===== src/rtl/rgb_fx_pkg.sv =====
// rtl/rgb_fx_pkg.sv - shared encodings for the RGB animation PWM block
// Contents: animation mode codes carried on cfg_mode/cur_mode, colour wheel sector indices.
package rgb_fx_pkg;

  localparam logic [2:0] MODE_OFF     = 3'd0;
  localparam logic [2:0] MODE_STATIC  = 3'd1;
  localparam logic [2:0] MODE_HUE     = 3'd2;
  localparam logic [2:0] MODE_BREATHE = 3'd3;
  localparam logic [2:0] MODE_BLINK   = 3'd4;

  // Colour wheel sectors, named by the transition each one sweeps through.
  localparam logic [2:0] SEC_R_Y = 3'd0;
  localparam logic [2:0] SEC_Y_G = 3'd1;
  localparam logic [2:0] SEC_G_C = 3'd2;
  localparam logic [2:0] SEC_C_B = 3'd3;
  localparam logic [2:0] SEC_B_M = 3'd4;
  localparam logic [2:0] SEC_M_R = 3'd5;

endpackage


===== src/rtl/rgb_fx_hue2rgb.sv =====
// rtl/rgb_fx_hue2rgb.sv - combinational hue to raw {r,g,b} colour wheel map
// Ports: hue  in  W+3  hue position, sector in hue[W+2:W], ramp in hue[W-1:0]
//        rgb  out 3*W  raw {r,g,b} at full scale, r in the top W bits
module rgb_fx_hue2rgb
  import rgb_fx_pkg::*;
#(
  parameter int W = 8
) (
  input  logic [W+2:0]   hue,
  output logic [3*W-1:0] rgb
);

  localparam logic [W-1:0] FULL = {W{1'b1}};
  localparam logic [W-1:0] ZERO = {W{1'b0}};

  logic [2:0]   sector;
  logic [W-1:0] ramp;

  assign sector = hue[W+2:W];
  assign ramp   = hue[W-1:0];

  always_comb begin
    rgb = '0;
    case (sector)
      SEC_R_Y: rgb = {FULL, ramp, ZERO};
      SEC_Y_G: rgb = {FULL - ramp, FULL, ZERO};
      SEC_G_C: rgb = {ZERO, FULL, ramp};
      SEC_C_B: rgb = {ZERO, FULL - ramp, FULL};
      SEC_B_M: rgb = {ramp, ZERO, FULL};
      SEC_M_R: rgb = {FULL, ZERO, FULL - ramp};
      default: rgb = '0;
    endcase
  end

endmodule


===== src/rtl/rgb_fx_pwm.sv =====
// rtl/rgb_fx_pwm.sv - RGB LED PWM driver with off/static/hue/breathe/blink animation
// Ports: clk, rst (sync, active high)
//        cfg_valid/cfg_ready      configuration handshake
//        cfg_mode/color/bright/rate  configuration fields, captured on transfer
//        pwm_out {r,g,b}          PWM to LED driver
//        frame_strobe             last cycle of each 2^W-cycle PWM frame
//        cur_mode                 mode currently applied
module rgb_fx_pwm
  import rgb_fx_pkg::*;
#(
  parameter int W         = 8,
  parameter int RATE_BITS = 20
) (
  input  logic                 clk,
  input  logic                 rst,
  input  logic                 cfg_valid,
  output logic                 cfg_ready,
  input  logic [2:0]           cfg_mode,
  input  logic [3*W-1:0]       cfg_color,
  input  logic [W-1:0]         cfg_bright,
  input  logic [RATE_BITS-1:0] cfg_rate,
  output logic [2:0]           pwm_out,
  output logic                 frame_strobe,
  output logic [2:0]           cur_mode
);

  localparam int            HW       = W + 3;
  localparam int            PW       = 2 * W;
  localparam logic [HW-1:0] HUE_MAX  = HW'(6 * (2 ** W) - 1);
  localparam logic [W-1:0]  ALL_ONES = {W{1'b1}};

  logic [W-1:0]         cnt;
  logic                 pend_valid;
  logic [2:0]           p_mode;
  logic [3*W-1:0]       p_color, a_color;
  logic [W-1:0]         p_bright, a_bright;
  logic [RATE_BITS-1:0] p_rate, a_rate, pre;
  logic [HW-1:0]        hue;
  logic [W-1:0]         env;
  logic                 env_down;
  logic                 blink_on;
  logic [3*W-1:0]       hue_rgb, raw;
  logic [W-1:0]         bright_eff;
  logic [W-1:0]         level_r, level_g, level_b;
  logic [W-1:0]         shadow_r, shadow_g, shadow_b;
  logic                 accept, apply, tick;

  // (v * (b + 1)) >> W never exceeds W bits, so full scale maps to full scale.
  function automatic logic [W-1:0] scale(input logic [W-1:0] v, input logic [W-1:0] b);
    logic [PW-1:0] prod;
    prod = {{W{1'b0}}, v} * ({{W{1'b0}}, b} + PW'(1));
    return W'(prod >> W);
  endfunction

  assign frame_strobe = (cnt == ALL_ONES);
  assign cfg_ready    = ~pend_valid;
  assign accept       = cfg_valid & cfg_ready;
  // accept needs an empty pending slot and apply a full one, so they never coincide.
  assign apply        = frame_strobe & pend_valid;
  assign tick         = (pre == a_rate);

  // All-ones duty must be a true 100%, which cnt < shadow alone cannot reach.
  assign pwm_out[2] = (shadow_r == ALL_ONES) || (cnt < shadow_r);
  assign pwm_out[1] = (shadow_g == ALL_ONES) || (cnt < shadow_g);
  assign pwm_out[0] = (shadow_b == ALL_ONES) || (cnt < shadow_b);

  rgb_fx_hue2rgb #(.W(W)) u_hue2rgb (
    .hue (hue),
    .rgb (hue_rgb)
  );

  // Reserved modes fall through to the default and stay dark.
  always_comb begin
    raw        = '0;
    bright_eff = a_bright;
    case (cur_mode)
      MODE_STATIC:  raw = a_color;
      MODE_HUE:     raw = hue_rgb;
      MODE_BREATHE: begin
        raw        = a_color;
        bright_eff = scale(env, a_bright);
      end
      MODE_BLINK:   raw = blink_on ? a_color : '0;
      default:      raw = '0;
    endcase
  end

  always_ff @(posedge clk) begin
    if (rst) begin
      cnt        <= '0;
      pend_valid <= 1'b0;
      p_mode     <= MODE_OFF;
      p_color    <= '0;
      p_bright   <= '0;
      p_rate     <= '0;
      cur_mode   <= MODE_OFF;
      a_color    <= '0;
      a_bright   <= '0;
      a_rate     <= '0;
      pre        <= '0;
      hue        <= '0;
      env        <= '0;
      env_down   <= 1'b0;
      blink_on   <= 1'b1;
      level_r    <= '0;
      level_g    <= '0;
      level_b    <= '0;
      shadow_r   <= '0;
      shadow_g   <= '0;
      shadow_b   <= '0;
    end else begin
      cnt     <= cnt + W'(1);
      level_r <= scale(raw[3*W-1:2*W], bright_eff);
      level_g <= scale(raw[2*W-1:W], bright_eff);
      level_b <= scale(raw[W-1:0], bright_eff);

      if (frame_strobe) begin
        shadow_r <= level_r;
        shadow_g <= level_g;
        shadow_b <= level_b;
      end

      if (accept) begin
        pend_valid <= 1'b1;
        p_mode     <= cfg_mode;
        p_color    <= cfg_color;
        p_bright   <= cfg_bright;
        p_rate     <= cfg_rate;
      end else if (apply) begin
        pend_valid <= 1'b0;
      end

      if (apply) begin
        cur_mode <= p_mode;
        a_color  <= p_color;
        a_bright <= p_bright;
        a_rate   <= p_rate;
        pre      <= '0;
        hue      <= '0;
        env      <= '0;
        env_down <= 1'b0;
        blink_on <= 1'b1;
      end else begin
        pre <= tick ? '0 : pre + RATE_BITS'(1);
        if (tick) begin
          case (cur_mode)
            MODE_HUE: hue <= (hue == HUE_MAX) ? '0 : hue + HW'(1);
            MODE_BREATHE: begin
              // Triangle envelope: each peak and trough is held for one tick only.
              if (!env_down) begin
                if (env == ALL_ONES) begin
                  env_down <= 1'b1;
                  env      <= env - W'(1);
                end else begin
                  env <= env + W'(1);
                end
              end else begin
                if (env == '0) begin
                  env_down <= 1'b0;
                  env      <= W'(1);
                end else begin
                  env <= env - W'(1);
                end
              end
            end
            MODE_BLINK: blink_on <= ~blink_on;
            default: ;
          endcase
        end
      end
    end
  end

endmodule


===== config.mk =====
export PLATFORM = sky130hd
export DESIGN_NAME = rgb_fx_pwm
export DESIGN_NICKNAME = d
export VERILOG_FILES = /design/src/rtl/rgb_fx_pkg.sv /design/src/rtl/rgb_fx_hue2rgb.sv /design/src/rtl/rgb_fx_pwm.sv
export SDC_FILE = /design/constraint.sdc
export NUM_CORES = 1
export LEC_CHECK = 0
export ABC_AREA = 1
export CAP_MARGIN = 20
export CORE_MARGIN = 3
export CORE_UTILIZATION = 55
export DETAILED_ROUTE_END_ITERATION = 16
export GPL_TIMING_DRIVEN = 0
export PLACE_DENSITY = 0.73
export SLEW_MARGIN = 10
export SYNTH_ARGS = -nofsm -noshare
export SYNTH_HDL_FRONTEND = slang
export SYNTH_SLANG_ARGS = --single-unit

===== constraint.sdc =====
create_clock -name clk -period 10.9 [get_ports clk]
set_clock_uncertainty 0.2 [all_clocks]
set_input_delay 2.18 -clock clk [delete_from_list [all_inputs] [get_ports clk]]
set_output_delay 2.18 -clock clk [all_outputs]
set_load 0.005 [all_outputs]

# After elaboration in Yosys (flattened, before gate mapping)
# Cells that the tools add are included.
dict set report classes {
  bitwise_logic 4
  n_addsub 8
  mux 13
  order_cmp 3
  reduce_logical 12
  n_eq_ne 16
  multipliers 4
}
# op count
set op_table {}
lappend op_table {{case mux 24 bit (6 select lines)} 1}
lappend op_table {{case mux 24 bit (3 select lines)} 1}
lappend op_table {{== test 8 bit, second input constant} 5}
lappend op_table {{multiplier 8 x 16 -> 16 bit} 2}
lappend op_table {{multiplier 8 x 9 -> 16 bit} 2}
lappend op_table {{two-way mux 8 bit} 4}
lappend op_table {{less-than comparator 8 bit} 3}
lappend op_table {{two-way mux 24 bit} 1}
lappend op_table {{adder 20 x 1 -> 20 bit, second input constant} 1}
lappend op_table {{== test 20 bit} 1}
lappend op_table {{adder 8 x 1 -> 9 bit, second input constant} 2}
lappend op_table {{adder 8 x 1 -> 8 bit, second input constant} 2}
lappend op_table {{== test 3 x 2 -> 1 bit, second input constant} 4}
lappend op_table {{adder 11 x 1 -> 11 bit, second input constant} 1}
lappend op_table {{== test 11 bit, second input constant} 1}
lappend op_table {{two-way mux 11 bit} 1}
lappend op_table {{== test 3 bit, second input constant} 3}
lappend op_table {{logical NOT 8 bit} 1}
lappend op_table {{subtractor 8 x 1 -> 8 bit, second input constant} 1}
lappend op_table {{subtractor 8 bit, first input constant} 1}
lappend op_table {{== test 3 x 1 -> 1 bit, second input constant} 2}
lappend op_table {{AND reduction 2 bit} 3}
lappend op_table {{two-way mux 1 bit} 5}
lappend op_table {{OR reduction 2 bit} 2}
lappend op_table {{other kinds (6)} 10}
dict set report totals {
  word_cells 81
  output_inout_bits 8
  input_bits 58
  reg_bits 208
}

# Depth between registers and ports, before layout
# Gate-level depths: netlist (run 1).
dict set report depth {
  ltp_word 5
  mapped_depth 52
}

# Hierarchy
# Synthesis (run 1) repeated with hierarchy kept, for this count alone.
dict set report unflattened {
  cells_unflattened 2569
  hier_area_um2 18639.1
}
# module seq_area_each_um2 cells_per_inst area_each_um2 instances
set modules_own_cells {}
lappend modules_own_cells {rgb_fx_pwm 4164.0 2471 18158.7 1}
lappend modules_own_cells {rgb_fx_hue2rgb 0.0 98 480.5 1}

# Worst setup path before layout (run 1)
# Ideal clock, no wire load.
dict set report synth_timing {
  kind {register to register}
  startpoint {register a_bright[0]}
  endpoint {register level_g[4]}
  arrival_ns 8.895
  path_stages_with_launch 47
  period_less_slack_ns 9.210
  setup_ns 0.115
  path_slack_ns 1.690
  t_required_ns 10.585
  n_path_buf 1
  path_cell_list {dfxtp_1 -> inv_1 -> nor3_1 -> inv_1 -> nor2_1 -> inv_1 -> o21ai_0 -> nand2_1 -> inv_1 -> nand2_1 -> fa_1 -> fa_1 -> inv_1 -> fa_1 -> fa_1 -> ha_1 -> nand2_1 -> nor2_1 -> (+11 left out) -> nand2_2 -> o21bai_2 -> nand2_2 -> inv_2 -> nand2_1 -> fa_1 -> inv_1 -> fa_1 -> fa_1 -> inv_1 -> fa_1 -> inv_1 -> ha_1 -> nand2_1 -> nor2_1 -> or3b_1 -> a21oi_1 -> nor2_1}
}
dict set report synth_via {
  elab_chain_len 5
}
# item line_no
set synth_lines {}
lappend synth_lines {{start: declaration} rgb_fx_pwm.sv:36} ;# logic [W-1:0] p_bright, a_bright;
lappend synth_lines {{start signal: assignment} rgb_fx_pwm.sv:136} ;# a_bright <= p_bright;
lappend synth_lines {{adder 8 x 1 -> 9 bit} rgb_fx_pwm.sv:51} ;# prod = {{W{1'b0}}, v} * ({{W{1'b0}}, b} + PW'(1));
lappend synth_lines {{multiplier 8 x 9 -> 16 bit} rgb_fx_pwm.sv:51}
lappend synth_lines {{two-way mux 8 bit *} rgb_fx_pwm.sv:76} ;# case (cur_mode)
lappend synth_lines {{adder 8 x 1 -> 9 bit *} rgb_fx_pwm.sv:51}
lappend synth_lines {{multiplier 8 x 16 -> 16 bit *} rgb_fx_pwm.sv:51}
lappend synth_lines {{end signal: assignment} rgb_fx_pwm.sv:114} ;# level_g <= scale(raw[2*W-1:W], bright_eff);
lappend synth_lines {{end: declaration} rgb_fx_pwm.sv:44} ;# logic [W-1:0] level_r, level_g, level_b;
# Mark *: on every way between the ends. The rest lies on a longest branch, timed or not.
# A chain may end at the register's enable or synchronous reset.

# Worst setup path after layout (run 1)
dict set report layout_timing {
  startpoint {register a_bright[0]}
  endpoint {register level_b[1]}
}
dict set report layout_via {
  elab_chain_len 5
}
# item line_no
set layout_lines {}
lappend layout_lines {{adder 8 x 1 -> 9 bit} rgb_fx_pwm.sv:51}
lappend layout_lines {{multiplier 8 x 9 -> 16 bit} rgb_fx_pwm.sv:51}
lappend layout_lines {{two-way mux 8 bit *} rgb_fx_pwm.sv:76}
lappend layout_lines {{adder 8 x 1 -> 9 bit *} rgb_fx_pwm.sv:51}
lappend layout_lines {{multiplier 8 x 9 -> 16 bit *} rgb_fx_pwm.sv:51}
lappend layout_lines {{end signal: assignment} rgb_fx_pwm.sv:115} ;# level_b <= scale(raw[W-1:0], bright_eff);
lappend layout_lines {{end: declaration} rgb_fx_pwm.sv:44}
# Marked as above.

==> run metrics, run 1 <==
status finished clean; IO Pins 66; clock root buffer clkbuf_16; mux cell area share after synthesis 0%; Routed wire per std cell 16.7 um; initial antenna violation count 0; Max Cap Viol 0; Rel. slew slack 24.6%; CTS H-tree depth 1; Syn Nets 2864; total CTS buffers 23; Fill cells 2944; Placement Rows 65; RSZ-0062 raised after global routing true; fraction of layout cells with a size suffix above 1 4.93%; asr flop ratio synth 0%; Syn-to-layout area delta 11.1%; crit share post-route 94.6%; Max clock buf depth 3; Port Buf Inserts 65; Fin. Hold Viols 0; slew at the pin closest to its max-slew limit 1130 ps; largest net degree at the start of global routing 20; clock sink total 208; Fmax 0.0970 GHz; vias per inst 5.50; ys flop type dfxtp_1; Total GRT Usage 28.9%; Yosys cell types 61; CP Class register to register; Largest stage delay, worst path 580 ps; Post-DRT Antenna Nets 0; CP startpoint kind register; top area cells in the synthesized netlist dfxtp_1 (23%), fa_1 (18%), ha_1 (11%); crit path setup slack, layout 594 ps; iteration count of the initial detailed-routing pass 6; most frequent cell after synthesis nor2_1; synth cell count leaders nor2_1 (429), inv_1 (404), nand2_1 (346); setup slack after placement -489 ps; Area after DPL 19400 um2; data arrival time of the critical path 10460 ps; Fin Setup TNS 0 ps; worst path required time 11050 ps; final number of max-transition violations 0; Die Y 188 um; Gate Count Post-Synth 2490; number of synthesized flops with an enable pin 0; Power Dens Cells 81.6 nW/um2; dpl hpwl 41.4 mm; Die X-Extent 188 um; syn_area_per_cell 7.31 um2; DRC 0; fin crit period 10310 ps; total number of yosys warnings 0; synthesized cell area 18200 um2; CTS clk-pin slew, worst paths 60 ps; Max stage delay cell, worst path fa_1; Finish-stage setup viols 0; sequential fraction of the synthesis area 22.9%; Ant. Diodes 0; first-pass GRT wire length 83.2 mm; Worst VDD drop 132 uV; CP max FO 19; largest family of logic cells by synthesized area adder cells; Synth Area in XOR/XNOR 1.97%; worst hold path type register to register; multi-input logic area 12200 um2; Post-Synth Simple-Gate Area 23.1%; die footprint 35300 um2; top-area cell type share of the netlist area 22.9%; post-synthesis adder-cell area fraction 28.3%; worst skew pair latency 510 ps; Vias 16700; Reg area 4170 um2; hold slack final 250 ps; Overall Power 0.00165 W; CTS tree yes; compound-gate portion of the synthesized area 13.2%; core area 32000 um2; vias in the first global route 16500; static leakage 9.31 nW; Iteration-0 DRC Markers 1342; critical path endpoint category register; Initial Util 56.8%; area leader, netlist dfxtp_1; RePlAce Congestion 0.949; Final #Nets 2955; FF+latch count, synth 208; post-route cell area 20200 um2; final wirelength 50.7 mm; total gr overflow 0
[cell families (layout without fill, tap and decap cells)]
group / Yosys count / after routing
and+or+nand+nor: 991 / 991
buffers and inverters: 499 / 605
AOI/OAI and AO/OA: 436 / 436
adders and majority gates: 316 / 316
DFF: 208 / 208
xor gates and xnor gates: 40 / 40
[repair_timing]
action / in CTS / in global routing
setup buffers: 0 / 4
pin swaps: 0 / 1
hold buffers: 0 / 0
resized for setup: 0 / 21
endpoints found under the setup margin: 9 / 22
endpoints found under the hold margin: 0 / 0
[cell usage in the layout (no fill, tap or decap), types with 26 or more instances in the layout]
cell / synthesis / final
a21oi_1: 187 / 186
ha_1: 156 / 156
nor3_1: 27 / 27
fa_1: 160 / 160
nand2_1: 346 / 345
nand4_1: 26 / 26
nand3_1: 95 / 95
clkbuf_1: 58 / 59
clkdlybuf4s50_1: 0 / 65
nor2_1: 429 / 424
dfxtp_1: 208 / 207
inv_1: 404 / 403
o21ai_0: 173 / 172
[power breakdown]
part           total (W)  switching (W)  leakage, nW  internal (W)
Sequential      0.000788      0.0000103         1.69      0.000778
Clock           0.000768       0.000300        0.374      0.000469
Combinational  0.0000931      0.0000536         7.24     0.0000396
Total            0.00165       0.000364         9.31       0.00129
[state kept, by name, summed over array words and instances, names as in the netlist, 3 cells and up]
signal,count
a_color,24
p_color,24
a_rate,20
p_rate,20
pre,20
hue,11
a_bright,8
cnt,8
env,8
level_b,8
level_g,8
level_r,8
p_bright,8
shadow_b,8
shadow_g,8
shadow_r,8
cur_mode,3
p_mode,3
[metrics by stage]
stage	util [%]	instances
after detailed placement	60.5	2990
after global placement	60.5	2990
after CTS	62.8	3028
final	63.1	3031
after global routing	63.1	3031
after floorplan	-	2490
[path summary, 6_finish.rpt]
check                                         startpoint                        to  slack, ps  cells past startpoint
worst min-delay path               level_g[0]$_SDFF_PP0_  shadow_g[0]$_SDFFE_PP0P_        250                      2
worst min register to register     level_g[0]$_SDFF_PP0_  shadow_g[0]$_SDFFE_PP0P_        250                      2
worst max register to register  a_bright[0]$_SDFFE_PP0P_     level_b[1]$_SDFF_PP0_        590                     45
worst max-delay path            a_bright[0]$_SDFFE_PP0P_     level_b[1]$_SDFF_PP0_        590                     45
[layout make-up]
| class | instances | area share, % |
|---|---|---|
| multi-input combinational | 1783 | 60.1 |
| sequential | 208 | 20.6 |
| inverter | 422 | 7.90 |
| timing repair buffer | 69 | 3.37 |
| clock buffer | 33 | 3.28 |
| tap | 435 | 2.69 |
| buffer | 74 | 1.62 |
| clock inverter | 7 | 0.439 |
[critical path: cells and delay by family (launching register included)]
family	cells	cell delay (ps)
AOI/OAI and AO/OA	3	550
adders and majority gates	11	5040
buffers and inverters	10	1110
DFF	1	430
and+or+nand+nor	21	2760
[routing by layer]
| layer | track usage (%) | routed length, um | up-vias |
|---|---|---|---|
| li1 | - | - | 8068 |
| met1 | 39.7 | 22300 | 7858 |
| met2 | 47.3 | 23100 | 600 |
| met3 | 3.94 | 3590 | 135 |
| met4 | 9.21 | 1760 | 0 |
| met5 | 0 | 0 | - |
No activity file was read; power rests on OpenSTA's default activity.
==> inputs of run 2 (changes only) <==
--- a/config.mk
+++ b/config.mk
@@ -10,9 +10,12 @@
 export CORE_MARGIN = 3
 export CORE_UTILIZATION = 55
 export DETAILED_ROUTE_END_ITERATION = 16
+export DONT_BUFFER_PORTS = 1
+export GPL_ROUTABILITY_DRIVEN = 0
 export GPL_TIMING_DRIVEN = 0
-export PLACE_DENSITY = 0.73
+export PLACE_DENSITY = 0.7
 export SLEW_MARGIN = 10
 export SYNTH_ARGS = -nofsm -noshare
 export SYNTH_HDL_FRONTEND = slang
+export SYNTH_HIERARCHICAL = 1
 export SYNTH_SLANG_ARGS = --single-unit
==> run 2 against run 1 <==
Net effect:
- synthesized area is 2.4% higher
- final cell count is 0.89% higher
- sequential cell count did not move
- synthesized cell count is 3.2% higher
- worst hold slack improved by 12 ps
- core utilization decreased by 1.9 points
- combinational power decreased by 28%
- via count rose by 1.8%
- worst setup slack better by 68 ps
- critical endpoint is now level_r[4]$_SDFF_PP0_
==> run metrics, run 2 <==
syn_area_per_cell 7.26 um2; final number of max-transition violations 0; status finished clean; Finish-stage setup viols 0; CP startpoint kind register; reg-to-reg startpoint a_bright[0]$_SDFFE_PP0P_; FF+latch count, synth 208; Gate Count Post-Synth 2569; CP Class register to register; Area after DPL 19200 um2; first-pass GRT wire length 84.3 mm; number of synthesized flops with an enable pin 0; crit share post-route 93.9%; core area 32900 um2; fin crit period 10240 ps; Internal 0.00137 W; ys flop type dfxtp_1; total CTS buffers 24; IO Pins 66; top area cells in the synthesized netlist dfxtp_1 (22%), fa_1 (17%), ha_1 (10%); static leakage 9.67 nW; Syn Nets 2943; fraction of layout cells with a size suffix above 1 5.32%; Max stage delay cell, worst path fa_1; clock sink total 208; Vias 17000; Net Sw Power 0.000401 W; vias per inst 5.55; total gr overflow 0; multi-input logic area 12400 um2; worst skew pair latency 530 ps; Rel. slew slack 19.3%; Die Y 190 um; sequential fraction of the synthesis area 22.3%; critical path endpoint category register; final wirelength 51.1 mm; Largest stage delay, worst path 550 ps; synth cell count leaders inv_1 (424), nor2_1 (399), nand2_1 (386); post-layout util 61.2%; Post-DRT Antenna Nets 0; Worst VDD drop 186 uV; Max Cap Viol 0; slew at the pin closest to its max-slew limit 1200 ps; Crit path max-delay family adder cells; worst-case reg-to-reg path depth 38; clock power share 51.7%; DRC 0; dpl hpwl 41.1 mm; data arrival time of the critical path 10420 ps; clock root buffer clkbuf_16; Fin Setup TNS 0 ps; synthesized cell area 18600 um2; Placement Rows 66; Crit path top cell by count fa_1; Routed wire per std cell 16.7 um; Max clock buf depth 3; Reg area 4160 um2; Hold Buf Count CTS 0; Final #Nets 2970; CP Depth 38; area leader, netlist dfxtp_1; RSZ-0062 raised after global routing false; post-route cell area 20200 um2; Iteration-0 DRC Markers 1542; commonest non-fill, non-tap cell in the layout inv_1; CTS clk-pin slew, worst paths 60 ps; Sw Share 22.7%; total number of yosys warnings 6; Initial Util 56.6%; min-delay src a_color[15]$_SDFFE_PP0P_; Syn-to-layout area delta 8.12%; Fill cells 3049; most frequent cell after synthesis inv_1; Power Dens Cells 87.8 nW/um2; Yosys cell types 54; iteration count of the initial detailed-routing pass 6; CTS H-tree depth 1; worst path required time 11080 ps; asr flop ratio synth 0%; Combinational Power Share 3.8%; CP max FO 18; largest net degree at the start of global routing 19; Reg power frac 44.5%; Fmax 0.0977 GHz; top-area cell type share of the netlist area 22.3%; most frequent cells in the layout inv_1 (424), nor2_1 (398), nand2_1 (386); CTS tree yes; Port Buf Inserts 0; die footprint 36100 um2; largest registers a_color x24, p_color x24; Die X-Extent 190 um; worst hold path type register to register; Total GRT Usage 28.8%; hold path depth 2; initial antenna violation count 2; Fin. Hold Viols 0; vias in the first global route 16600; crit path buf inv count 10; crit path from a_bright[0]$_SDFFE_PP0P_
==> run 2: logic make-up (layout without fill, tap and decap cells) <==
logic type | count (synthesis) | count (layout) | share of synthesized area, %
buf+inv | 525 | 570 | 11.0
other cells | 0 | 2 | 0
compound gates | 421 | 421 | 12.4
simple gates | 1058 | 1058 | 24.7
flops | 208 | 208 | 22.3
fa+ha+maj | 316 | 316 | 27.7
xor+xnor | 41 | 41 | 1.93
==> run 2: timing repair <==
| action | in CTS | in global routing |
|---|---|---|
| setup endpoints to repair | 2 | 7 |
| setup buffers | 0 | 1 |
| gates resized for setup | 0 | 10 |
| cloned | 0 | 0 |
| pin swaps | 0 | 1 |
==> run 2: layout make-up <==
type | count | area share [%]
tap | 442 | 2.74
multi-input combinational | 1836 | 61.8
buffer | 84 | 1.99
inverter | 440 | 8.21
timing repair buffer | 2 | 0.0621
clock buffer | 27 | 3.19
sequential | 208 | 20.7
antenna | 2 | 0.0248
clock inverter | 17 | 1.35
==> run 2: power by group through the flow <==
stage               combinational, W  sequential, W  clock (W)
finish                     0.0000673       0.000787   0.000915
global route               0.0000765       0.000788   0.000959
CTS                        0.0000665       0.000787   0.000927
detailed placement         0.0000661       0.000803          0
global placement           0.0000647       0.000803          0
floorplan                  0.0000440       0.000800          0
==> run 2: worst paths after layout <==
kind / end / slack (ps)
setup reg to reg: level_r[4]$_SDFF_PP0_ / 660
setup / recovery: level_r[4]$_SDFF_PP0_ / 660
hold reg to reg: a_color[15]$_SDFFE_PP0P_ / 260
hold / removal: a_color[15]$_SDFFE_PP0P_ / 260
==> run 2: worst register-to-register path, delay by kind of cell, from the launching register on <==
kind,cells,cell delay [ps]
AND/OR/NAND/NOR,12,1710
flip-flops,1,350
adder cells (fa/ha/maj),11,5240
buffers and inverters,10,1690
AO/OA/AOI/OAI,5,900
==> run 2: routing by layer <==
| metal | routed length (um) | global-route usage [%] | share of wire, % | vias to the layer above |
|---|---|---|---|---|
| met5 | 0 | 0 | 0 | - |
| met4 | 1410 | 8.22 | 2.8 | 0 |
| met3 | 3940 | 3.89 | 7.7 | 99 |
| met2 | 23400 | 47.1 | 46 | 628 |
| met1 | 22300 | 40.1 | 44 | 8061 |
| li1 | - | - | - | 8181 |
==> run 2: per-stage QoR <==
| stage | setup slack, ps | hold slack (ps) | power (W) | std cells |
|---|---|---|---|---|
| detailed placement | -19.0 | 242 | 0.000869 | 3011 |
| CTS | 443 | 265 | 0.00178 | 3054 |
| global placement | 43.0 | 239 | 0.000868 | 3011 |
| floorplan | 1720 | 230 | 0.000844 | 2569 |
| finish | 662 | 262 | 0.00177 | 3058 |
| global route | 11.7 | 282 | 0.00182 | 3058 |
==> inputs of run 3 (changes only) <==
--- a/config.mk
+++ b/config.mk
@@ -12,8 +12,7 @@
 export DETAILED_ROUTE_END_ITERATION = 16
 export DONT_BUFFER_PORTS = 1
 export GPL_ROUTABILITY_DRIVEN = 0
-export GPL_TIMING_DRIVEN = 0
-export PLACE_DENSITY = 0.7
+export PLACE_DENSITY = 0.73
 export SLEW_MARGIN = 10
 export SYNTH_ARGS = -nofsm -noshare
 export SYNTH_HDL_FRONTEND = slang
==> constraint.sdc (replaced) <==
create_clock -name clk -period 9.4 [get_ports clk]
set_clock_uncertainty 0.2 [all_clocks]
set_input_delay 1.88 -clock clk [delete_from_list [all_inputs] [get_ports clk]]
set_output_delay 1.88 -clock clk [all_outputs]
set_load 0.005 [all_outputs]
==> run 3 against run 2 <==
Net effect:
- via count is 0.12% higher
- register-to-register slack worse by 360 ps
- sequential power is 16% higher
- worst setup slack worse by 360 ps
- sequential cell count stayed put
- routed wire length is 3.0% lower
- die area stayed put
- final area is 4.3% higher
- global-route usage is 1.8 points lower
- sequential share of layout area is 0.84 points lower
- critical path depth is 5 higher
- non-clock buffer count is 8 higher
- critical endpoint is now level_b[7]$_SDFF_PP0_
- largest cell class unchanged
==> run metrics, run 3 (synthesis gave the netlist of run 2 again) <==
status finished clean; Max stage delay cell, worst path fa_1; Max Cap Viol 0; Syn-to-layout area delta 12.8%; RSZ-0062 raised after global routing true; reg-to-reg startpoint a_bright[0]$_SDFFE_PP0P_; Die Y 190 um; worst hold path type register to register; Non-Filler Instances 3064; Hold Buf Count CTS 0; setup slack after placement -193 ps; IO Pins 66; Overall Power 0.00198 W; DP Cell Count 2980; iteration count of the initial detailed-routing pass 8; Fill cells 2862; Post-DRT Antenna Nets 0; slew at the pin closest to its max-slew limit 1170 ps; Worst VDD drop 141 uV; total gr overflow 0; Initial Util 56.6%; CTS H-tree depth 1; Fmax 0.110 GHz; Final #Nets 2979; post-layout util 63.8%; Vias 17000; critical path endpoint category register; Fin. Hold Viols 0; vias in the first global route 16600; Power Dens Cells 94.3 nW/um2; commonest non-fill, non-tap cell in the layout inv_1; vias per inst 5.55; total CTS buffers 24; dpl hpwl 36.8 mm; min-delay src level_b[0]$_SDFF_PP0_; hold slack final 253 ps; Placement Rows 66; Crit path top cell by count fa_1; fraction of layout cells with a size suffix above 1 11.3%; CP Class register to register; Iteration-0 DRC Markers 1574; DRC 0; fin crit period 9090 ps; CP max FO 5; Finish-stage setup viols 0; most frequent cells in the layout inv_1 (418), nor2_1 (379), nand2_1 (374); worst skew pair latency 550 ps; Total GRT Usage 27.0%; crit path setup slack, layout 306 ps; Ant. Diodes 0; die footprint 36100 um2; clock root buffer clkbuf_16; Max clock buf depth 3; Die X-Extent 190 um; Largest stage delay, worst path 530 ps; worst path required time 9610 ps; Rel. slew slack 21.7%; crit share post-route 96.7%; static leakage 9.90 nW; CP startpoint kind register; first-pass GRT wire length 80.9 mm; CTS clk-pin slew, worst paths 60 ps; largest registers a_color x24, p_color x24; initial antenna violation count 1; final number of max-transition violations 0; data arrival time of the critical path 9310 ps; Routed wire per std cell 16.2 um; Port Buf Inserts 0; CTS tree yes; crit path from a_bright[0]$_SDFFE_PP0P_; core area 32900 um2; largest net degree at the start of global routing 126; final wirelength 49.6 mm; clock sink total 208
==> run 3: changes by cell type in the layout (fill, tap and decap cells not counted), moves of 13 or more <==
cell | previous run | this run
a21oi_1 | 192 | 177
nor2_1 | 398 | 379
ha_4 | 0 | 18
buf_4 | 5 | 87
nor2_2 | 3 | 16
o21ai_0 | 152 | 139
ha_1 | 156 | 136
clkbuf_1 | 60 | 5
==> run 3: final cells by class <==
class	instances	area, um2	share of cell area, %
Tap cell	442	553	2.63
Clock buffer	34	688	3.27
Inverter	440	1670	7.92
Sequential cell	208	4170	19.8
Clock inverter	9	178	0.845
Timing Repair Buffer	94	763	3.63
Multi-Input combinational cell	1837	13000	61.9
==> run 3: routing by layer <==
metal	vias up	track usage [%]	part of all wire [%]	wire [um]
met2	641	45.7	47	23100
met4	0	7.88	3.5	1740
met1	8003	35.2	42	20900
met5	-	0.137	0	0
met3	147	5.29	7.7	3830
li1	8199	-	-	-
==> run 3: worst paths after layout <==
path,endpoint,slack [ps],cells past startpoint
worst max-delay path,level_b[7]$_SDFF_PP0_,310,43
worst min-delay path,shadow_b[0]$_SDFFE_PP0P_,250,2
worst max register to register,level_b[7]$_SDFF_PP0_,310,43
worst min register to register,shadow_b[0]$_SDFFE_PP0P_,250,2
==> run 3: power breakdown <==
part / internal (W) / leakage, nW / switching (W)
Clock: 0.000623 / 0.422 / 0.000381
Sequential: 0.000902 / 1.69 / 0.0000104
Combinational: 0.0000199 / 7.79 / 0.0000456
==> run 3: stage by stage <==
step	instance area [um2]	setup TNS, ps
5_1_grt	21000	-1040
3_3_place_gp	19200	0
6_report	21000	0
3_5_place_dp	19200	-1020
2_1_floorplan	18600	0
4_1_cts	20100	0
==> run 3: worst max-delay path: cells and delay by family (launching register included) <==
family / cells / cell delay [ps]
AND/OR/NAND/NOR: 17 / 1950
buffers and inverters: 8 / 680
XOR/XNOR: 1 / 160
flip-flops: 1 / 340
adder cells (fa/ha/maj): 12 / 4920
AO/OA/AOI/OAI: 5 / 690
==> run 3: what timing repair did <==
action,CTS,global route
resized for setup,5,132
cloned,0,1
endpoints found under the setup margin,17,24
buffers inserted,3,33
pin swaps,2,41
==> variant, RTL diff (flow settings as in run 3) <==
Set the parameter `RATE_BITS` to 10 (it was 20).
--- a/src/rtl/rgb_fx_pwm.sv
+++ b/src/rtl/rgb_fx_pwm.sv
@@ -11,3 +11,3 @@
   parameter int W         = 8,
-  parameter int RATE_BITS = 20
+  parameter int RATE_BITS = 10
 ) (
Ports: changed (resized cfg_rate); port bits go from 66 to 56. The function was not compared with the original's and may differ.
==> variant against run 3 <==
  * Count of clock-buffer cells in the layout shrank 15
  * Power fell by 18%
  * Utilization decreased by 2.4 points
  * Non-clock buffer count fell by 41
  * Sequential cell count decreased by 30
  * Area after synthesis shrank 7.3%
  * Cell count shrank 8.1%
  * Design area decreased by 10%
  * Worst hold slack gained 0.0081 ns
  * Setup slack better by 0.030 ns
  * Via count down 7.6%
  * Routed wire length down 6.0%
  * Critical endpoint is now level_r[2]$_SDFF_PP0_
  * Largest power group unchanged
==> variant: results (changes against run 3) <==
\begin{tabular}{lr}
\hline
Metric & Value \\
\hline
\multicolumn{2}{l}{\textbf{Outcome}} \\
Result of the run & completed (unchanged) \\
\multicolumn{2}{l}{\textbf{Clock network}} \\
Clock buffers created by TritonCTS & 17 (was 24) \\
H-tree depth & 4 (was 1) \\
Post-CTS Setup Inserts & 0 (was 3) \\
Maximum buffer depth of the clock tree & 2 (was 3) \\
\# resized after CTS & 4 (was 5) \\
\multicolumn{2}{l}{\textbf{Detailed routing}} \\
1st-iter DRT viols & 1305 (was 1574) \\
Number of search-and-repair iterations in the first detailed-routing pass & 6 (was 8) \\
Met3 layer wire length in the routed design & 3330 um (was 3830 um) \\
Routed wire length per instance & 16.5 um (was 16.2 um) \\
Length of routed wiring on met1 & 20000 um (was 20900 um) \\
Wire length on met2 & 21900 um (was 23100 um) \\
\multicolumn{2}{l}{\textbf{Yosys}} \\
Number of distinct library cell variants in the gate-level netlist after synthesis & 50 (was 54) \\
Commonest cells in the synthesized netlist & sky130\_fd\_sc\_hd\_\_inv\_1, sky130\_fd\_sc\_hd\_\_nor2\_1, sky130\_fd\_sc\_hd\_\_nand2\_1 (unchanged) \\
Fraction of the yosys area taken by sequential cells & 0.206 (was 0.223) \\
Synthesized instance count & 2409 (was 2569) \\
\multicolumn{2}{l}{\textbf{Power and ir drop}} \\
Relative contribution of combinational cells to total power & 0.036 (was 0.033) \\
Net switching share of the total power & 0.246 (was 0.221) \\
Clock network power consumption & 0.000785 W (was 0.00100 W) \\
Maximum vdd drop & 0.128 mV (was 0.141 mV) \\
Leakage power of the design & 9.25 nW (was 9.90 nW) \\
\multicolumn{2}{l}{\textbf{Worst hold path}} \\
Sink of the worst hold path & a\_color[21]\$\_SDFFE\_PP0P\_ (was shadow\_b[0]\$\_SDFFE\_PP0P\_) \\
HP Start & a\_color[21]\$\_SDFFE\_PP0P\_ (was level\_b[0]\$\_SDFF\_PP0\_) \\
\multicolumn{2}{l}{\textbf{GRT}} \\
Met3 Track Usage GR & 0.0428 (was 0.0529) \\
Vias in the first global route & 15500 (was 16600) \\
Largest net degree at the start of global routing & 118 (was 126) \\
Initial antenna violation count & 0 (was 1) \\
Global-route usage over all layers & 0.282 (was 0.270) \\
\multicolumn{2}{l}{\textbf{STA}} \\
Worst Tran Pin Value & 1.07 ns (was 1.17 ns) \\
Hold Slack & 0.261 ns (was 0.253 ns) \\
\multicolumn{2}{l}{\textbf{Place}} \\
Post-DP HPWL & 34900 um (was 36800 um) \\
\multicolumn{2}{l}{\textbf{Worst setup path}} \\
Largest fanout on the critical path & 10 (was 5) \\
Register-to-register path setup slack & 0.34 ns (was 0.31 ns) \\
Reg-to-reg endpoint & level\_r[2]\$\_SDFF\_PP0\_ (was level\_b[7]\$\_SDFF\_PP0\_) \\
Depth of the worst register-to-register path & 45 (was 43) \\
Worst EP arrival & 9.22 ns (was 9.31 ns) \\
\multicolumn{2}{l}{\textbf{Layout}} \\
Registers with the most flip-flops & a\_color (24), p\_color (24), hue (11) (was a\_color (24), p\_color (24)) \\
\hline
\end{tabular}
variant: cell count changes after synthesis, sizes merged, moves of 5 or more:
cell    change
a21oi      -41
nand3      -35
dfxtp      -30
o21ai      -19
clkbuf     -14
nand2      -14
nor3       -11
inv        -10
nor2        +6
buf         +5
variant: how the worst max path moves through the flow:
stage	startpoint	to	slack [ns]	cells after the start
finish	a_bright[0]$_SDFFE_PP0P_	level_r[2]$_SDFF_PP0_	0.34	45
global route	a_bright[2]$_SDFFE_PP0P_	level_b[6]$_SDFF_PP0_	-0.12	45
CTS	a_bright[0]$_SDFFE_PP0P_	level_r[4]$_SDFF_PP0_	0.03	45
detailed placement	a_bright[0]$_SDFFE_PP0P_	level_r[4]$_SDFF_PP0_	0.02	46
global placement	a_bright[0]$_SDFFE_PP0P_	level_b[4]$_SDFF_PP0_	0.07	42
floorplan	a_bright[0]$_SDFFE_PP0P_	level_b[7]$_SDFF_PP0_	0.1	42
variant: cells by family after synthesis:
family          Yosys count  synth area share
xor+xnor                 37            0.0188
simple gates           1005             0.244
flops                   178             0.206
fa+ha+maj               316             0.298
compound gates          367             0.118
buf+inv                 506             0.114
variant: layout make-up:
class | count | area (sq um)
Timing Repair Buffer | 53 | 474
Sequential cell | 178 | 3570
Tap cell | 396 | 495
Fill cell | 2750 | 11900
Clock inverter | 13 | 189
Clock buffer | 19 | 443
Inverter | 430 | 1620
Multi-Input combinational cell | 1726 | 12100
variant: stage by stage:
step	power, W	utilization	TNS [ns]	cell area [sq um]	setup WS [ns]
after floorplan	0.000838	-	0	17300	0.0975
after global placement	0.000854	0.575	0	17700	0.0690
after detailed placement	0.000855	0.575	0	17700	0.0157
after CTS	0.00163	0.596	0	18300	0.0274
after global routing	0.00168	0.614	-0.857	18900	-0.121
final	0.00162	0.614	0	18900	0.336
